**config.mk**
```make
export PLATFORM = sky130hd
export DESIGN_NAME = alu_yz_stage
export DESIGN_NICKNAME = d
export VERILOG_FILES = /design/src/rtl/alu_yz_stage.sv
export SDC_FILE = /design/constraint.sdc
export NUM_CORES = 1
export LEC_CHECK = 0
export ABC_AREA = 1
export BUFFER_PORTS_ARGS = -buffer_cell sky130_fd_sc_hd__buf_2
export CAP_MARGIN = 40
export CELL_PAD_IN_SITES_DETAIL_PLACEMENT = 0
export CELL_PAD_IN_SITES_GLOBAL_PLACEMENT = 1
export CORE_MARGIN = 2
export CORE_UTILIZATION = 29
export CTS_CLUSTER_DIAMETER = 40
export DETAILED_ROUTE_END_ITERATION = 8
export GPL_ROUTABILITY_DRIVEN = 0
export HOLD_SLACK_MARGIN = 0.02
export PLACE_DENSITY_LB_ADDON = 0.1
export SYNTH_ARGS = -nofsm -noshare
export SYNTH_HDL_FRONTEND = slang
export SYNTH_SLANG_ARGS = --single-unit
```
**constraint.sdc**
```tcl
create_clock -name clk -period 1.9 [get_ports clk]
set_clock_uncertainty 0.15 [all_clocks]
set_input_delay 0.38 -clock clk [delete_from_list [all_inputs] [get_ports clk]]
set_output_delay 0.38 -clock clk [all_outputs]
set_load 0.02 [all_outputs]
```
**src/rtl/alu_yz_stage.sv**
```systemverilog
// Operand/result staging around the ALU: Y and B operand registers, latched opcode, and the Z
// result register, sequenced by an IDLE/EXEC/WAIT/DONE controller with a multi-cycle timeout.
module alu_yz_stage #(
  parameter logic [4:0]  OP_MUL  = 5'd15,
  parameter logic [4:0]  OP_DIV  = 5'd16,
  parameter int unsigned TIMEOUT = 40
) (
  input  logic        clk,
  input  logic        clr,
  input  logic [31:0] bus_in,
  input  logic        y_in,
  input  logic        start,
  input  logic [4:0]  opcode,
  output logic [31:0] y_out,
  output logic [31:0] b_out,
  output logic [4:0]  op_out,
  input  logic [63:0] alu_result,
  input  logic        alu_done,
  output logic [31:0] z_high_out,
  output logic [31:0] z_low_out,
  output logic        busy,
  output logic        done,
  output logic        zero,
  output logic        neg,
  output logic        timeout_err
);

  localparam int unsigned CntW = (TIMEOUT > 1) ? $clog2(TIMEOUT) : 1;
  localparam logic [CntW-1:0] CntMax = CntW'(TIMEOUT - 1);

  typedef enum logic [1:0] {StIdle, StExec, StWait, StDone} state_e;

  state_e          state_q, state_d;
  logic [31:0]     y_q, y_d;
  logic [31:0]     b_q, b_d;
  logic [4:0]      op_q, op_d;
  logic [31:0]     zh_q, zh_d;
  logic [31:0]     zl_q, zl_d;
  logic [CntW-1:0] cnt_q, cnt_d;
  logic            zero_q, zero_d;
  logic            neg_q, neg_d;
  logic            te_q, te_d;
  logic            is_multi;

  assign is_multi = (op_q == OP_MUL) || (op_q == OP_DIV);

  always_comb begin
    state_d = state_q;
    y_d     = y_q;
    b_d     = b_q;
    op_d    = op_q;
    zh_d    = zh_q;
    zl_d    = zl_q;
    cnt_d   = cnt_q;
    zero_d  = zero_q;
    neg_d   = neg_q;
    te_d    = te_q;

    // Y may only change while the operand is not being consumed by an ALU unit.
    if (y_in && (state_q == StIdle || state_q == StDone)) begin
      y_d = bus_in;
    end

    unique case (state_q)
      StIdle: begin
        if (start) begin
          b_d     = bus_in;
          op_d    = opcode;
          te_d    = 1'b0;
          state_d = StExec;
        end
      end
      StExec: begin
        if (is_multi) begin
          cnt_d   = '0;
          state_d = StWait;
        end else begin
          zh_d    = '0;
          zl_d    = alu_result[31:0];
          zero_d  = (alu_result[31:0] == 32'h0);
          neg_d   = alu_result[31];
          state_d = StDone;
        end
      end
      StWait: begin
        // Completion beats timeout when both land in the same cycle.
        if (alu_done) begin
          zh_d    = alu_result[63:32];
          zl_d    = alu_result[31:0];
          zero_d  = (alu_result == 64'h0);
          neg_d   = alu_result[63];
          state_d = StDone;
        end else if (cnt_q == CntMax) begin
          te_d    = 1'b1;
          state_d = StDone;
        end else begin
          cnt_d = cnt_q + 1'b1;
        end
      end
      StDone: begin
        state_d = StIdle;
      end
      default: begin
        state_d = StIdle;
      end
    endcase
  end

  always_ff @(posedge clk) begin
    if (clr) begin
      state_q <= StIdle;
      y_q     <= '0;
      b_q     <= '0;
      op_q    <= '0;
      zh_q    <= '0;
      zl_q    <= '0;
      cnt_q   <= '0;
      zero_q  <= 1'b0;
      neg_q   <= 1'b0;
      te_q    <= 1'b0;
    end else begin
      state_q <= state_d;
      y_q     <= y_d;
      b_q     <= b_d;
      op_q    <= op_d;
      zh_q    <= zh_d;
      zl_q    <= zl_d;
      cnt_q   <= cnt_d;
      zero_q  <= zero_d;
      neg_q   <= neg_d;
      te_q    <= te_d;
    end
  end

  assign y_out       = y_q;
  assign b_out       = b_q;
  assign op_out      = op_q;
  assign z_high_out  = zh_q;
  assign z_low_out   = zl_q;
  assign zero        = zero_q;
  assign neg         = neg_q;
  assign timeout_err = te_q;
  assign busy        = (state_q == StExec) || (state_q == StWait);
  assign done        = (state_q == StDone);

endmodule

```
; ---- Word level (Yosys, flattened, before mapping)
; Cells that the tools add are included.
[classes]
n_reduce_logical = 14
muxes = 25
n_eq_ne = 14
add_sub_neg = 1
[op_table]
columns = operator, count
row1 = $mux 32, 4
row2 = $pmux 32 s2, 2
row3 = $logic_not 64->1, 1
row4 = $logic_not 32->1, 1
row5 = $mux 6, 3
row6 = $ne 2x2->1 const B, 7
row7 = $pmux 6 s2, 1
row8 = $mux 1, 8
row9 = $pmux 2 s4, 1
row10 = $reduce_and 4->1, 2
row11 = $add 6x1->6 const B, 1
row12 = $eq 6x6->1 const B, 1
row13 = $mux 2, 3
row14 = $pmux 1 s2, 3
row15 = $eq 5x4->1 const B, 1
row16 = $eq 5x5->1 const B, 1
row17 = $eq 2x2->1 const B, 2
row18 = $reduce_and 2->1, 2
row19 = $reduce_bool 2->1, 2
row20 = $logic_or 1x1->1, 3
row21 = $ne 3x3->1 const B, 1
row22 = $reduce_and 3->1, 1
row23 = $eq 2x1->1 const B, 1
row24 = $logic_not 2->1, 1
row25 = $logic_and 1x1->1, 1
[word_totals]
regBits = 144
input_bits = 106
output_inout_bits = 138

; ---- Longest topological paths before layout
; Gate-level depths: netlist of the first run.
[logic_depth]
depth_word = 4
mapped_depth = 12
ltp_nobuf = 11

; ---- Least setup slack after synthesis of the first run
; Ideal clock, no wire load.
[synth_path]
kind = register to register
from = register state_q[0]
to = register zh_q[5], in the netlist z_high_out[5]
synth_period_minus_slack_ns = 1.845
stages_incl_launch_ff = 12
setup_time_ns = 0.128
arrival_time_ns = 1.567
required_time_ns = 1.622
setup_slack_ns = 0.055
path_cell_list = dfxtp_1 > inv_1 > ha_1 > buf_4 > clkinv_2 > nand2_2 > nand2_2 > a21boi_4 > buf_2 > nand2_1 > o21ai_0 > nor2_1
[synth_via]
elab_chain_cells = 3
elab_cells_between_ends = 7
cone_classes = eq/ne (4) / mux (1) / reduce/logical (2)
[synth_lines]
columns = element, line
row1 = start: declaration, 33  ; state_e state_q, state_d;
row2 = start signal: assignment, 111  ; state_q <= StIdle;
row3 = start signal: assignment, 122  ; state_q <= state_d;
row4 = $eq 2x1->1 or $eq 2x2->1 (tied branches), 64  ; unique case (state_q)
row5 = $ne 2x2->1 (no source line) or $reduce_bool 2->1 (tied branches), -
row6 = $reduce_and 3->1 (no source line), -
row7 = end signal: assignment, 126  ; zh_q <= zh_d;
row8 = end: declaration, 37  ; logic [31:0] zh_q, zh_d;
; Several ways; a longest one is shown, not always the timed one.
; A chain may end at the register's enable or synchronous reset.

; ---- Worst setup path after layout of the first run
[layout_path]
from = register state_q[1]
to = output busy
[layout_via]
elab_chain_cells = 2
elab_cells_between_ends = 3
cone_classes = eq/ne (2) / reduce/logical (1)
[layout_lines]
columns = element, line
row1 = $eq 2x1->1 or $eq 2x2->1 (tied branches), 143  ; assign busy = (state_q == StExec) || (state_q == StWait);
row2 = $logic_or 1x1->1 *, 143
row3 = end: declaration, 21  ; output logic busy,
; Mark *: on every way between the ends. The rest lies on a longest branch, timed or not.

==> flow_summary_export.csv, run 1 <==
group,metric,value,unit
timing,tns,0,ps
timing,finalSetupViolations,0,
synth,ys_seq_area_share,51.46,%
critical_path,max_stage_delay,370,ps
global_routing,grt_use_total,17.17,%
placement,pre_cts_ws,-47.75,ps
drt,drc,0,
clock_network,cts_sinks,144,
drt,drt_iter0_markers,199,
critical_path,path_delay_family,"flip-flops",
global_routing,grt_max_degree,112,
clock_network,cts_root_buf,"clkbuf_16",
critical_path,path_buf_inv,2,
layout,fillerInstances,2034,
timing,holdWs,47.84,ps
synth,synth_top_area_share,51.46,%
global_routing,grt_overflow,0,
clock_network,htreeDepth,4,
clock_network,clkTransAtPathRegs,60,ps
placement,portBuffers,243,
synth,syn_area,5602,µm²
drt,route.vias.total,5682,
timing,finalCritPeriodShare,95.70,%
layout,layout_commonest_cell,"nor2_1",
critical_path,startpoint_type,"flop",
synth,synth_fa_ha_area_share,1.117,%
pwr,total_power,0.01515,W
clock_network,clk_latency,410,ps
timing,slew_viol_final,0,
clock_network,cts_made_buffers,17,
floorplanning,die_y,143.0,µm
worst_hold_path,hold_path.class,"input port to flop",
drt,routed_wl,17.67,mm
drt,routed.top_layer,"met4",
outcome,status,"completed",
clock_network,cts_tree,"yes",
synth,synthTopCellsByArea,"dfxtp_1, nor2_1, o21ai_0",
floorplanning,die_w,143.0,µm
synth,synthSimpleGateAreaFrac,28.30,%
floorplanning,dieArea,20440,µm²
synth,synth-warning-count,0,
drt,vias_per_cell,4.381,
placement,post-dp-hpwl,12.16,mm
layout,area_delta_synth_final,41.55,%
floorplanning,start_util,29.75,%
pwr,ir_worst_vdd,0.0007796,V
critical_path,cp.arrival,1290,ps
synth,synth_top_cell_by_area,"dfxtp_1",
clock_network,cts_hold_buffers,0,
synth,synth_top_family_by_area,"simple AND/OR/NAND/NOR gates",
pwr,static-leakage-power,3.803,nW
critical_path,worstSetupPathType,"flop to output port",
drt,drtPass1Iterations,4,
drt,wl_met3,1.691,mm
clock_network,cts_buffer_depth,2,
timing,slew_headroom,69.21,%
critical_path,critPathCaptureType,"output port",
critical_path,required,1370,ps
synth,postSynthAreaPerCell,7.191,µm²
synth,synth-xor-area-share,0.1564,%
drt,dr_wl_met2,7.962,mm
critical_path,crit_chain,"inv_2, ha_4, buf_4",
floorplanning,rows,50,
floorplanning,io_pins,244,
timing,final_hold_viol_count,0,
global_routing,grt_pass1_wl,27.79,mm
timing,worstMarginPinSlew,461.8,ps
layout,mostFrequentLayoutCells,"nor2_1, buf_2, dfxtp_1",
synth,synth-compound-area-share,13.63,%
global_routing,antenna_found_initial,2,
critical_path,crit_fanout,4,
synth,ys_types,24,
global_routing,grt_pass1_vias,5523,
pwr,power.density,1911,nW/µm²
timing,fmax,0.5500,GHz
layout,drive_gt1_share,30.60,%
layout,nets,1134,
drt,wl_met1,7.798,mm
synth,syn-num-nets,890,
timing,fin_ws,81.74,ps
drt,detail-route-antenna-nets,0,
critical_path,crit_slowest_cell,"dfxtp_2",
flow_run,maxCapViolCount,0,
layout,utilization,42.11,%
drt,wl_per_cell,13.62,µm
synth,synthCells,779,
synth,synth-seq-cells,144,
floorplanning,core,18830,µm²
timing,period_needed,1818,ps
synth,synthMuxAreaShare,0,%
==> state kept, by name, indices dropped and copies added (netlist names) <==
register,count
y_out,32
zero,1
z_high_out,32
z_low_out,32
neg,1
timeout_err,1
b_out,32
cnt_q,6
state_q,2
op_out,5
==> Yosys cell counts <==
master,instances
clkinv_2,1
o21ai_1,10
inv_1,20
clkbuf_1,33
a211oi_1,1
xor2_1,1
buf_6,4
nor2_1,289
clkinv_1,1
nand3b_1,1
nand4_1,5
nand2_2,4
ha_1,5
a21boi_4,1
a31oi_1,1
o21ai_0,128
nor3_1,3
nand2_1,103
dfxtp_1,144
buf_4,1
buf_1,1
nand3_1,7
a21oi_1,8
buf_2,7
==> where the power goes <==
part	internal, W	total, W	switching [W]
sequential	0.00417	0.00471	0.000539
clock	0.00224	0.00358	0.00133
combinational	0.00249	0.00687	0.00438
==> cell families after synthesis <==
group,count (synthesis)
AND/OR/NAND/NOR,412
XOR/XNOR,1
AO/OA/AOI/OAI,149
adder cells (fa/ha/maj),5
flip-flops,144
buffers and inverters,68
==> layout make-up <==
type | count | area (µm²) | share of cell area, %
antenna | 1 | 2.502 | 0.03156
clock buffer | 20 | 446.7 | 5.634
clock inverter | 12 | 182.7 | 2.304
inverter | 22 | 86.33 | 1.089
multi-input combinational | 567 | 2460 | 31.02
sequential | 144 | 2889 | 36.44
tap | 260 | 325.3 | 4.103
timing repair buffer | 271 | 1536 | 19.38
==> worst reg2reg max path: cells and delay by family (launching register included) <==
family          cells  cell delay, ps
buf+inv             4             570
flops               1             360
simple gates        4             300
fa+ha+maj           1             160
compound gates      1             160
==> routing by layer <==
| layer | up-vias | GRT usage [%] |
|---|---|---|
| li1 | 2970 | - |
| met1 | 2525 | 20.27 |
| met2 | 173 | 28.43 |
| met3 | 14 | 7.545 |
| met4 | 0 | 4.638 |
| met5 | - | 0 |
==> final timing paths <==
| check | from | end | slack [ps] | depth (start not counted) |
|---|---|---|---|---|
| setup / recovery | state_q[1]$_SDFFE_PP0P_ | busy | 80 | 3 |
| hold reg to reg | z_high_out[31]$_SDFFE_PP0P_ | z_high_out[31]$_SDFFE_PP0P_ | 320 | 2 |
| hold / removal | bus_in[20] | y_out[20]$_SDFFE_PP0P_ | 50 | 3 |
| setup reg to reg | state_q[0]$_SDFFE_PP0P_ | z_low_out[30]$_SDFFE_PP0P_ | 110 | 10 |
==> per-stage QoR <==
step	cells	instance area [µm²]
finish	1297	7929
global route	1297	7929
CTS	1288	7766
detailed placement	1256	7131
global placement	1256	7131
floorplan	779	5602
==> what timing repair did <==
action	CTS	global route
pin swaps	0	1
setup endpoints to repair	51	70
cloned	0	1
gates resized for setup	3	19
setup buffers	0	7
No activity file was read; power rests on OpenSTA's default activity.
==> inputs of run 2 (changes only) <==
Settings changed: CAP_MARGIN 40 to default, CORE_UTILIZATION 29 to 32.
Clock period 1.9 ns to 2.05 ns, I/O delays scaled along.
==> run 2 against run 1 <==
Cell count down 3.8%. Critical path type unchanged. Worst hold slack gained 28 ps. Die area decreased by 9.1%. Flip-flop and latch count is the same. Global-route usage grew 0.53 points. Sequential share of layout area increased by 1.0 points. Sequential power shrank 7.4%. Largest power group unchanged. Combinational power shrank 15%. Clock-buffer cell count down 1. Clock power fell by 10%. Utilization rose by 2.7 points. Worst setup slack gained 7.1 ps.
==> flow_summary_export.csv, run 2 (synthesis results as in run 1) <==
group,metric,value,unit
timing,worstMarginPinSlew,395.3,ps
global_routing,grt_pass1_wl,25.84,mm
critical_path,path_buf_inv,2,
timing,final_hold_viol_count,0,
flow_run,maxCapViolCount,0,
floorplanning,core,17180,µm²
timing,finalCritPeriodShare,95.67,%
layout,drive_gt1_share,29.03,%
placement,portBuffers,243,
placement,pre_cts_ws,176.1,ps
drt,drt_iter0_markers,246,
timing,finalSetupViolations,0,
clock_network,clkTransAtPathRegs,60,ps
layout,nets,1123,
critical_path,worstSetupPathType,"flop to output port",
clock_network,cts_tree,"yes",
placement,post-dp-hpwl,11.75,mm
critical_path,crit_slowest_cell,"dfxtp_1",
outcome,status,"completed",
drt,routed_wl,16.74,mm
pwr,power.density,1748,nW/µm²
global_routing,grt_max_degree,62,
critical_path,required,1490,ps
critical_path,crit_fanout,4,
layout,fillerInstances,1869,
clock_network,cts_sinks,144,
layout,layout_commonest_cell,"nor2_1",
drt,wl_per_cell,13.41,µm
floorplanning,io_pins,244,
floorplanning,start_util,32.61,%
global_routing,grt_overflow,0,
global_routing,antenna_found_initial,0,
floorplanning,rows,48,
clock_network,cts_root_buf,"clkbuf_16",
critical_path,startpoint_type,"flop",
worst_hold_path,hold_path.class,"input port to flop",
layout,area_delta_synth_final,37.41,%
clock_network,post_cts_buffers,0,
timing,grt_setup_unrepaired,"false",
floorplanning,die_w,136.3,µm
timing,fmax,0.5099,GHz
drt,drc,0,
pwr,ir_worst_vdd,0.0007523,V
critical_path,critPathCaptureType,"output port",
drt,drtPass1Iterations,4,
critical_path,crit_chain,"inv_1, ha_1, buf_2",
drt,vias_per_cell,4.490,
timing,fin_ws,88.82,ps
layout,design_area,7697,µm²
global_routing,grt_pass1_vias,5191,
clock_network,htreeDepth,4,
clock_network,post_cts_resized,0,
timing,slew_viol_final,0,
clock_network,cts_hold_buffers,0,
timing,tns,0,ps
clock_network,clk_latency,410,ps
critical_path,cp.arrival,1400,ps
pwr,static-leakage-power,3.738,nW
critical_path,path_delay_family,"flip-flops",
floorplanning,dieArea,18580,µm²
clock_network,cts_made_buffers,17,
placement,postPlaceCellArea,7089,µm²
global_routing,grt_use_total,17.71,%
critical_path,max_stage_delay,350,ps
floorplanning,die_y,136.3,µm
layout,utilization,44.81,%
layout,antenna_cells,0,
timing,slew_headroom,73.65,%
drt,detail-route-antenna-nets,0,
drt,route.vias.total,5603,
clock_network,cts_buffer_depth,2,
timing,period_needed,1961,ps
layout,mostFrequentLayoutCells,"nor2_1, buf_2, dfxtp_1",
==> run 2: changes by cell type in the layout (fill, tap and decap cells not counted), sizes merged <==
cell,change
clkinv,+3
clkinvlp,-2
diode,-1
buf,-10
inv,-2
clkbuf,-2
==> run 2: cell type report <==
class / count / area (µm²) / area share (%)
flip-flops and latches: 144 / 2883 / 37.45
repair buffers: 260 / 1419 / 18.43
clock inverters: 11 / 165.2 / 2.146
well taps: 225 / 281.5 / 3.657
inverters: 22 / 83.83 / 1.089
clock buffers: 19 / 442.9 / 5.754
multi-input cells: 567 / 2422 / 31.47
==> run 2: through the flow <==
stage	instances	power [W]	hold slack [ps]
finish	1248	0.01345	75.41
global route	1248	0.01450	82.79
CTS	1248	0.01365	59.49
detailed placement	1218	0.01037	316.5
global placement	1218	0.01035	307.0
floorplan	779	0.008333	303.9
==> run 2: path summary, 6_finish.rpt <==
check	depth (start not counted)	slack (ps)	start	to
setup / recovery	3	90	state_q[1]$_SDFFE_PP0P_	busy
hold reg to reg	2	330	z_low_out[1]$_SDFFE_PP0P_	z_low_out[1]$_SDFFE_PP0P_
setup reg to reg	10	160	state_q[0]$_SDFFE_PP0P_	z_high_out[2]$_SDFFE_PP0P_
hold / removal	3	80	bus_in[5]	y_out[5]$_SDFFE_PP0P_
==> run 2: worst reg2reg max path, cell delays in order (launching register included) <==
cell,delay (ps)
dfxtp_1,330
inv_1,60
ha_1,250
clkinv_2,80
nand2_2,50
nand2_2,80
a21boi_4,210
buf_4,330
nand2_1,80
o21ai_0,90
nor2_1,60
==> run 2: metal layers <==
metal | track usage (%) | share of wire [%] | vias up
met1 | 22.02 | 45 | 2478
met4 | 6.424 | 1.9 | 0
met3 | 7.084 | 8.9 | 18
met5 | 0 | 0 | -
li1 | - | - | 2930
met2 | 27.67 | 44 | 177
==> run 2: power breakdown <==
group	internal, W	switching, W	leakage [nW]
sequential	0.00386	0.000503	1.19
combinational	0.00195	0.00392	2.25
clock	0.00205	0.00117	0.298
==> inputs of run 3 (changes only) <==
--- a/config.mk
+++ b/config.mk
@@ -16,2 +16,3 @@
 export GPL_ROUTABILITY_DRIVEN = 0
+export GPL_TIMING_DRIVEN = 0
 export HOLD_SLACK_MARGIN = 0.02
==> constraint.sdc (replaced) <==
create_clock -name clk -period 2.05 [get_ports clk]
set_clock_uncertainty 0.15 [all_clocks]
set_input_delay 0.205 -clock clk [delete_from_list [all_inputs] [get_ports clk]]
set_output_delay 0.205 -clock clk [all_outputs]
set_load 0.02 [all_outputs]
==> run 3 against run 2 <==
Critical path depth increased by 9. Global-route usage is 1.8 points higher. Cell count increased by 11%. First-iteration DRC count decreased by 20%. Non-clock buffer count increased by 137. Fmax down 0.30%. Via count grew 9.5%. Sequential share of layout area decreased by 5.0 points. Highest routed layer unchanged.
==> flow_summary_export.csv, run 3 (synthesis results as in run 1) <==
group,metric,value,unit
outcome,status,"completed",
pwr,power.density,1583,nW/µm²
drt,vias_per_cell,4.422,
critical_path,required,2240,ps
floorplanning,dieArea,18580,µm²
floorplanning,die_y,136.3,µm
timing,fin_ws,82.86,ps
pwr,ir_worst_vdd,0.0006034,V
clock_network,htreeDepth,4,
critical_path,crit_fanout,9,
drt,drc,0,
global_routing,antenna_found_initial,0,
global_routing,grt_max_degree,17,
placement,place_inst,1246,
timing,grt_setup_unrepaired,"true",
drt,routed_wl,18.62,mm
clock_network,cts_buffer_depth,2,
critical_path,critPathCaptureType,"flop",
floorplanning,start_util,32.61,%
critical_path,reg2reg_to,"z_low_out[22]$_SDFFE_PP0P_",
clock_network,cts_made_buffers,17,
drt,detail-route-antenna-nets,0,
global_routing,grt_overflow,0,
clock_network,cts_tree,"yes",
critical_path,path_delay_family,"buffers and inverters",
critical_path,reg2reg_depth,12,
timing,worstMarginPinSlew,524.0,ps
critical_path,startpoint_type,"flop",
layout,drive_gt1_share,26.94,%
global_routing,grt_pass1_vias,5911,
drt,route.vias.total,6134,
critical_path,worstSetupPathType,"flop to flop",
global_routing,grt_use_total,19.55,%
timing,final_hold_viol_count,0,
drt,wl_per_cell,13.42,µm
worst_hold_path,hold_path.class,"input port to flop",
floorplanning,io_pins,244,
layout,nets,1260,
timing,period_needed,1967,ps
floorplanning,rows,48,
layout,layout_commonest_cell,"nor2_1",
critical_path,cp.arrival,2160,ps
layout,utilization,51.82,%
placement,post-dp-hpwl,13.55,mm
critical_path,r2r_slack,80,ps
clock_network,clk_latency,410,ps
global_routing,grt_pass1_wl,28.82,mm
floorplanning,core,17180,µm²
placement,pre_cts_ws,-150.4,ps
clock_network,clkTransAtPathRegs,60,ps
timing,fmax,0.5084,GHz
layout,stdcell_count,1387,
floorplanning,die_w,136.3,µm
worst_hold_path,whs_endpoint,"z_high_out[15]$_SDFFE_PP0P_",
critical_path,path_buf_inv,6,
clock_network,cts_sinks,144,
worst_hold_path,hold_path_depth,5,
pwr,static-leakage-power,4.238,nW
placement,portBuffers,242,
layout,mostFrequentLayoutCells,"nor2_1, buf_2, dfxtp_1",
pwr,total_power,0.01409,W
layout,antenna_cells,0,
timing,slew_headroom,65.07,%
timing,finalCritPeriodShare,95.96,%
drt,drtPass1Iterations,4,
drt,drt_iter0_markers,198,
clock_network,cts_root_buf,"clkbuf_16",
timing,finalSetupViolations,0,
critical_path,max_stage_delay,360,ps
critical_path,r2r-start,"state_q[0]$_SDFFE_PP0P_",
worst_hold_path,hp-start,"alu_result[47]",
layout,area_delta_synth_final,58.90,%
critical_path,crit_chain,"inv_1, ha_1, buf_6, clkinv_8, nand2_2, nand2_2, a21boi_4, buf_12, buf_12, clkbuf_16, nor2_1, nor2_1",
critical_path,crit_slowest_cell,"dfxtp_4",
flow_run,maxCapViolCount,0,
timing,slew_viol_final,0,
-- run 3: metal layers --
| metal | track usage, % | part of all wire [%] | routed length, µm | vias up |
|---|---|---|---|---|
| met2 | 32.47 | 45 | 8465 | 170 |
| li1 | - | - | - | 3222 |
| met1 | 24.35 | 47 | 8656 | 2728 |
| met5 | 0 | 0 | 0 | - |
| met3 | 6.413 | 6.7 | 1251 | 14 |
| met4 | 5.150 | 1.3 | 242 | 0 |
-- run 3: area by class of cell --
type / instances / area (µm²)
Buffer: 46 / 280.3
Timing Repair Buffer: 351 / 2346
Clock buffer: 19 / 442.9
Clock inverter: 13 / 137.6
Fill cell: 1784 / 8275
Sequential cell: 144 / 2887
Tap cell: 225 / 281.5
Multi-Input combinational cell: 567 / 2427
Inverter: 22 / 98.84
-- run 3: worst max-delay path by stage --
stage                            startpoint                     endpoint  slack (ps)  depth (start not counted)
finish              state_q[0]$_SDFFE_PP0P_   z_low_out[22]$_SDFFE_PP0P_          80                         12
global route        state_q[0]$_SDFFE_PP0P_   z_low_out[28]$_SDFFE_PP0P_         -20                         12
CTS                 state_q[0]$_SDFFE_PP0P_   z_low_out[22]$_SDFFE_PP0P_          20                         12
detailed placement  state_q[0]$_SDFFE_PP0P_  z_high_out[18]$_SDFFE_PP0P_        -150                         11
global placement    state_q[0]$_SDFFE_PP0P_        y_out[8]$_SDFFE_PP0P_        -200                          7
floorplan           state_q[0]$_SDFFE_PP0P_   z_high_out[5]$_SDFFE_PP0P_         210                         11
-- run 3: worst reg2reg max path: stages (launching register included) --
cell and delay (ps):
dfxtp_4 360, inv_1 60, ha_1 210, buf_6 140
clkinv_8 60, nand2_2 50, nand2_2 100, a21boi_4 200
buf_12 150, buf_12 150, clkbuf_16 150, nor2_1 30
nor2_1 100
-- run 3: what timing repair did --
action | CTS | global route
resized for setup | 12 | 42
endpoints found under the hold margin | 132 | 0
setup buffers | 1 | 5
pin swaps | 0 | 6
hold buffers | 99 | 0
cloned | 1 | 3
setup endpoints to repair | 106 | 110
-- run 3: metrics by stage --
stage          area (µm²)  hold slack, ps  TNS [ps]
2_1_floorplan        5602           189.9         0
3_3_place_gp         7094           294.7    -10120
3_5_place_dp         7094           297.5    -10510
4_1_cts              8723           20.48         0
5_1_grt              8901           58.74    -162.2
6_report             8901           40.88         0
-- run 3: report_power, final --
| part | internal, W | switching [W] | total (W) |
|---|---|---|---|
| Sequential | 0.00386 | 0.000501 | 0.00436 |
| Clock | 0.00183 | 0.00123 | 0.00305 |
| Combinational | 0.00250 | 0.00418 | 0.00668 |
